### src/rtl/wm_pkg.sv
// Shared types and constants for the washing-machine panel front end.
// Holds the key channel state encoding and default timing values.
package wm_pkg;

    typedef enum logic [1:0] {
        REL = 2'd0,
        PW  = 2'd1,
        PRS = 2'd2,
        RW  = 2'd3
    } ch_state_t;

    localparam int DB_CYCLES_DEFAULT = 400000;
    localparam int CLK_HZ            = 20000000;

endpackage

### src/rtl/key_debounce_ch.sv
// One key channel: two-flop synchroniser, qualification counter and FSM.
// Ports: CLK, RST (async, active-high), key_raw (active-low, async),
//        clean (debounced active-low level), press (one-cycle strobe).
import wm_pkg::*;

module key_debounce_ch #(
    parameter int DB_CYCLES = DB_CYCLES_DEFAULT,
    parameter int CNT_W     = 19
) (
    input  logic CLK,
    input  logic RST,
    input  logic key_raw,
    output logic clean,
    output logic press
);

    localparam logic [CNT_W-1:0] CNT_MAX = CNT_W'(DB_CYCLES - 1);
    localparam logic [CNT_W-1:0] CNT_ONE = CNT_W'(1);

    logic [1:0]       sync_q;
    logic             sync;
    ch_state_t        state_q;
    ch_state_t        state_d;
    logic [CNT_W-1:0] cnt_q;
    logic [CNT_W-1:0] cnt_d;
    logic             clean_q;
    logic             clean_d;
    logic             press_q;
    logic             press_d;

    // Flops preset to 1 so a held key after reset looks like a new press.
    always_ff @(posedge CLK or posedge RST) begin
        if (RST) begin
            sync_q <= 2'b11;
        end else begin
            sync_q <= {sync_q[0], key_raw};
        end
    end

    assign sync = sync_q[1];

    always_ff @(posedge CLK or posedge RST) begin
        if (RST) begin
            state_q <= REL;
            cnt_q   <= '0;
            clean_q <= 1'b1;
            press_q <= 1'b0;
        end else begin
            state_q <= state_d;
            cnt_q   <= cnt_d;
            clean_q <= clean_d;
            press_q <= press_d;
        end
    end

    // Counting starts at 1 on the first mismatching sample, so reaching
    // CNT_MAX on the next mismatching sample means DB_CYCLES in a row.
    always_comb begin
        state_d = state_q;
        cnt_d   = cnt_q;
        clean_d = clean_q;
        press_d = 1'b0;
        unique case (state_q)
            REL: begin
                if (!sync) begin
                    state_d = PW;
                    cnt_d   = CNT_ONE;
                end
            end
            PW: begin
                if (sync) begin
                    state_d = REL;
                    cnt_d   = '0;
                end else if (cnt_q == CNT_MAX) begin
                    state_d = PRS;
                    cnt_d   = '0;
                    clean_d = 1'b0;
                    press_d = 1'b1;
                end else begin
                    cnt_d = cnt_q + CNT_ONE;
                end
            end
            PRS: begin
                if (sync) begin
                    state_d = RW;
                    cnt_d   = CNT_ONE;
                end
            end
            RW: begin
                if (!sync) begin
                    state_d = PRS;
                    cnt_d   = '0;
                end else if (cnt_q == CNT_MAX) begin
                    state_d = REL;
                    cnt_d   = '0;
                    clean_d = 1'b1;
                end else begin
                    cnt_d = cnt_q + CNT_ONE;
                end
            end
            default: begin
                state_d = REL;
                cnt_d   = '0;
                clean_d = 1'b1;
            end
        endcase
    end

    assign clean = clean_q;
    assign press = press_q;

endmodule

### src/rtl/key_debounce.sv
// Panel key conditioning: three independent debounce channels plus a
// registered multi-key flag. Ports: CLK, RST, key_{s,w,p}_raw in;
// key_{s,w,p} levels, key_{s,w,p}_press strobes, multi_key out.
import wm_pkg::*;

module key_debounce #(
    parameter int DB_CYCLES = DB_CYCLES_DEFAULT,
    parameter int CNT_W     = 19
) (
    input  logic CLK,
    input  logic RST,
    input  logic key_s_raw,
    input  logic key_w_raw,
    input  logic key_p_raw,
    output logic key_s,
    output logic key_w,
    output logic key_p,
    output logic key_s_press,
    output logic key_w_press,
    output logic key_p_press,
    output logic multi_key
);

    logic two_low;
    logic multi_q;

    key_debounce_ch #(
        .DB_CYCLES(DB_CYCLES),
        .CNT_W    (CNT_W)
    ) u_ch_s (
        .CLK    (CLK),
        .RST    (RST),
        .key_raw(key_s_raw),
        .clean  (key_s),
        .press  (key_s_press)
    );

    key_debounce_ch #(
        .DB_CYCLES(DB_CYCLES),
        .CNT_W    (CNT_W)
    ) u_ch_w (
        .CLK    (CLK),
        .RST    (RST),
        .key_raw(key_w_raw),
        .clean  (key_w),
        .press  (key_w_press)
    );

    key_debounce_ch #(
        .DB_CYCLES(DB_CYCLES),
        .CNT_W    (CNT_W)
    ) u_ch_p (
        .CLK    (CLK),
        .RST    (RST),
        .key_raw(key_p_raw),
        .clean  (key_p),
        .press  (key_p_press)
    );

    // Levels are active-low: any pair both at 0 means two keys held.
    assign two_low = (~key_s & ~key_w) |
                     (~key_s & ~key_p) |
                     (~key_w & ~key_p);

    always_ff @(posedge CLK or posedge RST) begin
        if (RST) begin
            multi_q <= 1'b0;
        end else begin
            multi_q <= two_low;
        end
    end

    assign multi_key = multi_q;

endmodule

### config.mk
export PLATFORM = sky130hd
export DESIGN_NAME = key_debounce
export DESIGN_NICKNAME = d
export VERILOG_FILES = /design/src/rtl/wm_pkg.sv /design/src/rtl/key_debounce_ch.sv /design/src/rtl/key_debounce.sv
export SDC_FILE = /design/constraint.sdc
export NUM_CORES = 1
export LEC_CHECK = 0
export BUFFER_PORTS_ARGS = -buffer_cell sky130_fd_sc_hd__buf_2
export CELL_PAD_IN_SITES_DETAIL_PLACEMENT = 0
export CELL_PAD_IN_SITES_GLOBAL_PLACEMENT = 1
export CORE_ASPECT_RATIO = 1.4
export CORE_UTILIZATION = 42
export CTS_BUF_LIST = sky130_fd_sc_hd__clkbuf_4
export CTS_CLUSTER_SIZE = 10
export DETAILED_ROUTE_END_ITERATION = 8
export GPL_TIMING_DRIVEN = 0
export PLACE_DENSITY_LB_ADDON = 0.3
export SLEW_MARGIN = 20
export SYNTH_ARGS = -nofsm -noshare
export SYNTH_HDL_FRONTEND = slang
export SYNTH_HIERARCHICAL = 1
export SYNTH_SLANG_ARGS = --single-unit
### constraint.sdc
create_clock -name CLK -period 6.4 [get_ports CLK]
set_clock_uncertainty 0.1 [all_clocks]
set_input_delay 0.32 -clock CLK [delete_from_list [all_inputs] [get_ports CLK]]
set_output_delay 0.32 -clock CLK [all_outputs]
set_load 0.01 [all_outputs]
; Word level (Yosys, flattened, before mapping)
; Cells that the tools add are included.
[word_totals]
input_bits = 5
n_memories = 0
output_inout_bits = 7
elab_cells = 141
ramBits = 0
rom_bits = 0
latchBits = 0
reg_bits = 76
[classes]
div = 0
magnitude_cmp = 0
n_reduce_logical = 15
bitwise = 8
addsub = 3
n_eq_ne = 36
n_shift = 0
multipliers = 0
mux = 63
[op_table]
columns = cell, n
row1 = 19-bit two-way mux, 15
row2 = 19-bit one-hot mux with 4 select lines, 3
row3 = "19-bit by 1-bit adder with 19-bit output, second input constant", 3
row4 = "19-bit == test, second input constant", 3
row5 = 2-bit two-way mux, 18
row6 = "2-bit by 1-bit inequality test with 1-bit output, second input constant", 12
row7 = 2-bit one-hot mux with 4 select lines, 3
row8 = 1-bit two-way mux, 21
row9 = 5-bit AND reduction, 3
row10 = "2-bit == test, second input constant", 6
row11 = "2-bit inequality test, second input constant", 6
row12 = 4-bit AND reduction, 3
row13 = "3-bit by 1-bit inequality test with 1-bit output, second input constant", 3
row14 = "3-bit inequality test, second input constant", 3
row15 = "2-bit by 1-bit == test with 1-bit output, second input constant", 3
row16 = 2-bit zero test, 3
row17 = 1-bit one-hot mux with 2 select lines, 3
row18 = 2-bit AND reduction, 3
row19 = 2-bit nonzero test, 3
row20 = 1-bit AND, 3
row21 = 1-bit inverter, 3
row22 = 1-bit bitwise OR, 2

; Longest topological paths before layout
[logic_depth]
depth_word = 4
depth_mapped = 8
ltp_nobuf = 6

; Cells and area by module
; Netlist, hierarchy kept.
[by_module_without_submodules]
columns = mod, area_per_inst_um2, seq_area_each_um2, cells_each, n_inst
row1 = key_debounce_ch (u_ch_p ...), 1411.4, 629.4, 144, 2
row2 = key_debounce_ch (u_ch_w), 1333.8, 629.4, 146, 1
row3 = key_debounce, 41.3, 25.0, 4, 1

; Worst setup path after synthesis
; Ideal clock, no wire load.
[synth_path]
path_kind = reg-to-reg
from = register u_ch_w.cnt_q[10]
to = register u_ch_w.cnt_q[5]
synth_period_minus_slack_ns = 2.124
path_slack_ns = 4.276
stages_incl_launch_ff = 8
required_time_ns = 6.182
setup_time_ns = 0.118
n_path_buf = 2
arrival_ns = 1.906
path_cell_list = dfrtp_1 or4b_4 nor4b_4 a21o_1 buf_4 buf_6 o21ai_2 a21o_1
[synth_between]
elab_chain_len = 4
elab_cells_between_ends = 5
classes_between = eq/ne: 1 / mux: 4
[synth_lines]
columns = element, line
row1 = from (decl), key_debounce_ch.sv:24  ; logic [CNT_W-1:0] cnt_q;
row2 = from (signal assigned), key_debounce_ch.sv:50  ; cnt_q <= cnt_d;
row3 = 19-bit == test (*), "key_debounce_ch.sv:74, key_debounce_ch.sv:93"
row4 = 19-bit two-way mux (*), "key_debounce_ch.sv:74, key_debounce_ch.sv:93"
row5 = 19-bit two-way mux (on tied branches), "key_debounce_ch.sv:90, key_debounce_ch.sv:71"
row6 = 19-bit one-hot mux with 4 select lines (*), key_debounce_ch.sv:63  ; unique case (state_q)
; Every way passes the cells marked *; elsewhere a longest branch is shown, timed or not.
; A chain may end at the register's enable or synchronous reset.

; Worst setup path after layout
[layout_path]
from = register u_ch_w.cnt_q[10]
to = register u_ch_w.cnt_q[11]
[layout_between]
elab_chain_len = 4
elab_cells_between_ends = 6
classes_between = add/sub: 1 / eq/ne: 1 / mux: 4
[layout_lines]
columns = element, line
row1 = 19-bit by 1-bit adder with 19-bit output or 19-bit == test (tied branches), -
row2 = 19-bit two-way mux (*), "key_debounce_ch.sv:74, key_debounce_ch.sv:93"
row3 = 19-bit two-way mux (on tied branches), "key_debounce_ch.sv:90, key_debounce_ch.sv:71"
row4 = 19-bit one-hot mux with 4 select lines (*), key_debounce_ch.sv:63
; Marks and branches as above.

==> impl_metrics.yaml <==
yosys:
  postSynthCellCount: 438
  synth_common_cells: "67 x dfrtp_1, 46 x nand2_1, 39 x o21ai_0, 29 x nand3_1, 27 x a21oi_1"
  yosysSeqAreaShare: 0.456
  async_flop_share: 1.00
  yosysMostFrequentCell: "dfrtp_1"
  synthFlopType: "dfrtp_1"
  synth_edf_count: 0
  ys_ff_latch: 76
  syn_nets: 446
  synth_top_area_frac: 0.399
  syn_area_um2: 4200
  yosys.cell_types.count: 52
  yosys.area.top_type: "dfrtp_1"
  synth.avg_cell_area_um2: 9.58
  ys_warn_count: 6
  ys_top_cells_by_area: "dfrtp_1 40%, dfstp_2 5.6%, o21ai_0 4.6%"
pwr:
  cellLeakagePower_nw: 1.93
  total_power_mw: 1.39
  p_int_mw: 0.851
  power_density_nw_per_um2: 303
  swShare: 0.388
  p_clk_frac: 0.207
  pwr-share-seq: 0.410
  switching_power_mw: 0.540
  peakVddDrop_v: 0.000176
  p_comb_frac: 0.383
floorplanning:
  die_y_um: 120
  ioPinCount: 12
  start_util: 0.439
  rows: 42
  fp.dieW_um: 86.5
  core_um2: 9560
  die-area_um2: 10400
cts:
  clock_latency_ns: 0.43
  cts_max_path_buffers: 2
  htreeDepth: 3
  cts_made_buffers: 9
  clkTransAtPathRegs_ns: 0.13
  root_buffer: "clkbuf_4"
  cts_tree: "done"
  cts_setup_buffers: 0
  numClockSinks: 76
worst_setup_path:
  r2r_end: "u_ch_w/cnt_q[11]"
  rr_worst_depth: 5
  regToRegSetupSlack_ns: 4.01
  crit_arrival_ns: 2.61
  critPathKind: "register to register"
  crit_path_start_kind: "register"
  crit_path_end_kind: "register"
  crit-reg2reg-launch: "u_ch_w/cnt_q[10]"
  setup.worst_path.start: "u_ch_w/cnt_q[10]"
  crit_fanout: 10
  cp-endpoint: "u_ch_w/cnt_q[11]"
  critPathRequiredTime_ns: 6.62
global_route:
  grt_usage: 0.195
  met3_usage: 0.0218
  grt_pass1_vias: 3261
  grt_max_degree: 26
  antenna_found_initial: 1
  grt.overflow.total: 0
  met1_usage: 0.255
  top_usage_layer: "met2"
  grt_use_met2: 0.323
  grt_pass1_wl_mm: 15.9
sta:
  setup_tns_ns: 0
  max_freq_ghz: 0.418
  relSlewSlack: 0.348
  drv_slew: 0
  worst_pin_slew_ns: 0.977
  final.setup.worst_slack_ns: 4.01
  period_minus_slack_ns: 2.39
  report.final.setup_viol: 0
  finalHoldViolations: 0
  holdWs_ns: 0.222
  finalCritPeriodShare: 0.374
  rsz0062_at_grt: "false"
finish:
  multi_input_area_um2: 2070
  area_growth_syn_to_layout_pct: 9.48
  layout-drive-gt1-share: 0.158
  fillers: 956
  final_core_util: 0.481
  final_nets: 472
  register_area_um2: 1910
placement:
  portBuffers: 11
  place_congestion: 0.820
  dp_slack_ns: 4.05
  dp_hpwl_mm: 6.43
drt:
  drtIter0Drc: 199
  wl_per_cell_um: 15.0
  viasPerCell: 5.59
  dr_total_vias: 3368
  wl_mm: 9.04
  drc: 0
  postRouteAntennaNets: 0
  dr.pass1.iters: 4
run_status:
  run_status: "completed"
worst_hold_path:
  hold_path_class: "primary input to async pin"
job:
  cap_violations: 0
==> layout by cell type (no fill, tap or decap), types with 5 or more instances in the layout <==
cell type,netlist,layout
and3_1,10,10
o21a_1,5,5
buf_2,5,16
nor4_1,8,8
mux2i_1,7,7
or2_2,5,5
a21oi_1,27,27
xor2_1,5,5
nor3_1,15,15
a21o_1,20,20
dfrtp_1,67,67
nand3_1,29,29
buf_6,7,7
inv_1,22,20
or3_1,12,12
dfstp_2,9,9
nand4_1,20,20
nand2_1,46,46
o21ai_0,39,39
clkbuf_4,0,9
nor2_1,10,10
==> cell families (layout without fill, tap and decap cells) <==
family	Yosys count	after routing	share of synthesized area
AND/OR/NAND/NOR	188	188	0.261
multiplexers	7	7	0.0167
AO/OA/AOI/OAI	114	114	0.175
other	0	1	0
adder cells (fa/ha/maj)	3	3	0.00894
buffers and inverters	39	70	0.0516
XOR/XNOR	11	11	0.0319
flip-flops	76	76	0.456
==> state kept, by name, summed over array words and instances (netlist names), named ones only <==
name,flops
u_ch_s/press,1
u_ch_s/state_q,1
u_ch_p/clean,1
u_ch_w/state_q,1
u_ch_w/cnt_q,19
u_ch_s/cnt_q,19
multi_key,1
u_ch_p/sync_q,2
u_ch_p/state_q,1
u_ch_p/press,1
u_ch_w/press,1
u_ch_s/sync_q,2
u_ch_p/cnt_q,19
u_ch_w/clean,1
u_ch_w/sync_q,2
u_ch_s/clean,1
==> area by class of cell <==
cell class	instances	share of cell area
buffer	17	0.0291
clock inverter	7	0.0147
antenna	1	0.000545
sequential	76	0.416
timing repair buffer	15	0.0207
multi-input combinational	323	0.450
inverter	22	0.0180
tap	132	0.0359
clock buffer	9	0.0147
==> layer usage <==
metal  share of wire  up-vias
met5               0        -
li1                -     1664
met4           0.023        0
met2            0.50       48
met1            0.45     1642
met3           0.023       14
==> power groups by stage <==
stage | clock (mW) | combinational [mW] | sequential, mW
after floorplan | 0 | 0.413 | 0.569
after global routing | 0.322 | 0.596 | 0.577
after detailed placement | 0 | 0.531 | 0.579
after global placement | 0 | 0.527 | 0.576
final | 0.288 | 0.533 | 0.570
after CTS | 0.302 | 0.536 | 0.570
==> stage by stage <==
step                std cells  cell area (um2)
global route              602             4600
detailed placement        581             4420
CTS                       601             4590
global placement          581             4420
finish                    602             4600
floorplan                 438             4200
==> worst max-delay path, cell delays in order (launching register included) <==
cell	delay, ns
dfrtp_1	0.46
or4b_4	0.59
nor4b_4	0.38
a21oi_1	0.34
a21o_1	0.25
a21o_1	0.17
==> worst min path at each step <==
stage                     from   endpoint  slack [ns]  depth (start not counted)
final                      RST  multi_key        0.22                          3
after global routing       RST  multi_key        0.22                          3
after CTS                  RST  multi_key        0.19                          3
after detailed placement   RST  multi_key        0.11                          2
after global placement     RST  multi_key        0.11                          2
after floorplan            RST  multi_key       -0.05                          1
==> timing repair <==
| item | 4_1_cts | 5_1_grt |
|---|---|---|
| hold endpoints to repair | 4 | 0 |
| gates resized for setup | 0 | 0 |
| hold buffers | 4 | 0 |
Note: power is estimated with default switching activity, not from simulation.
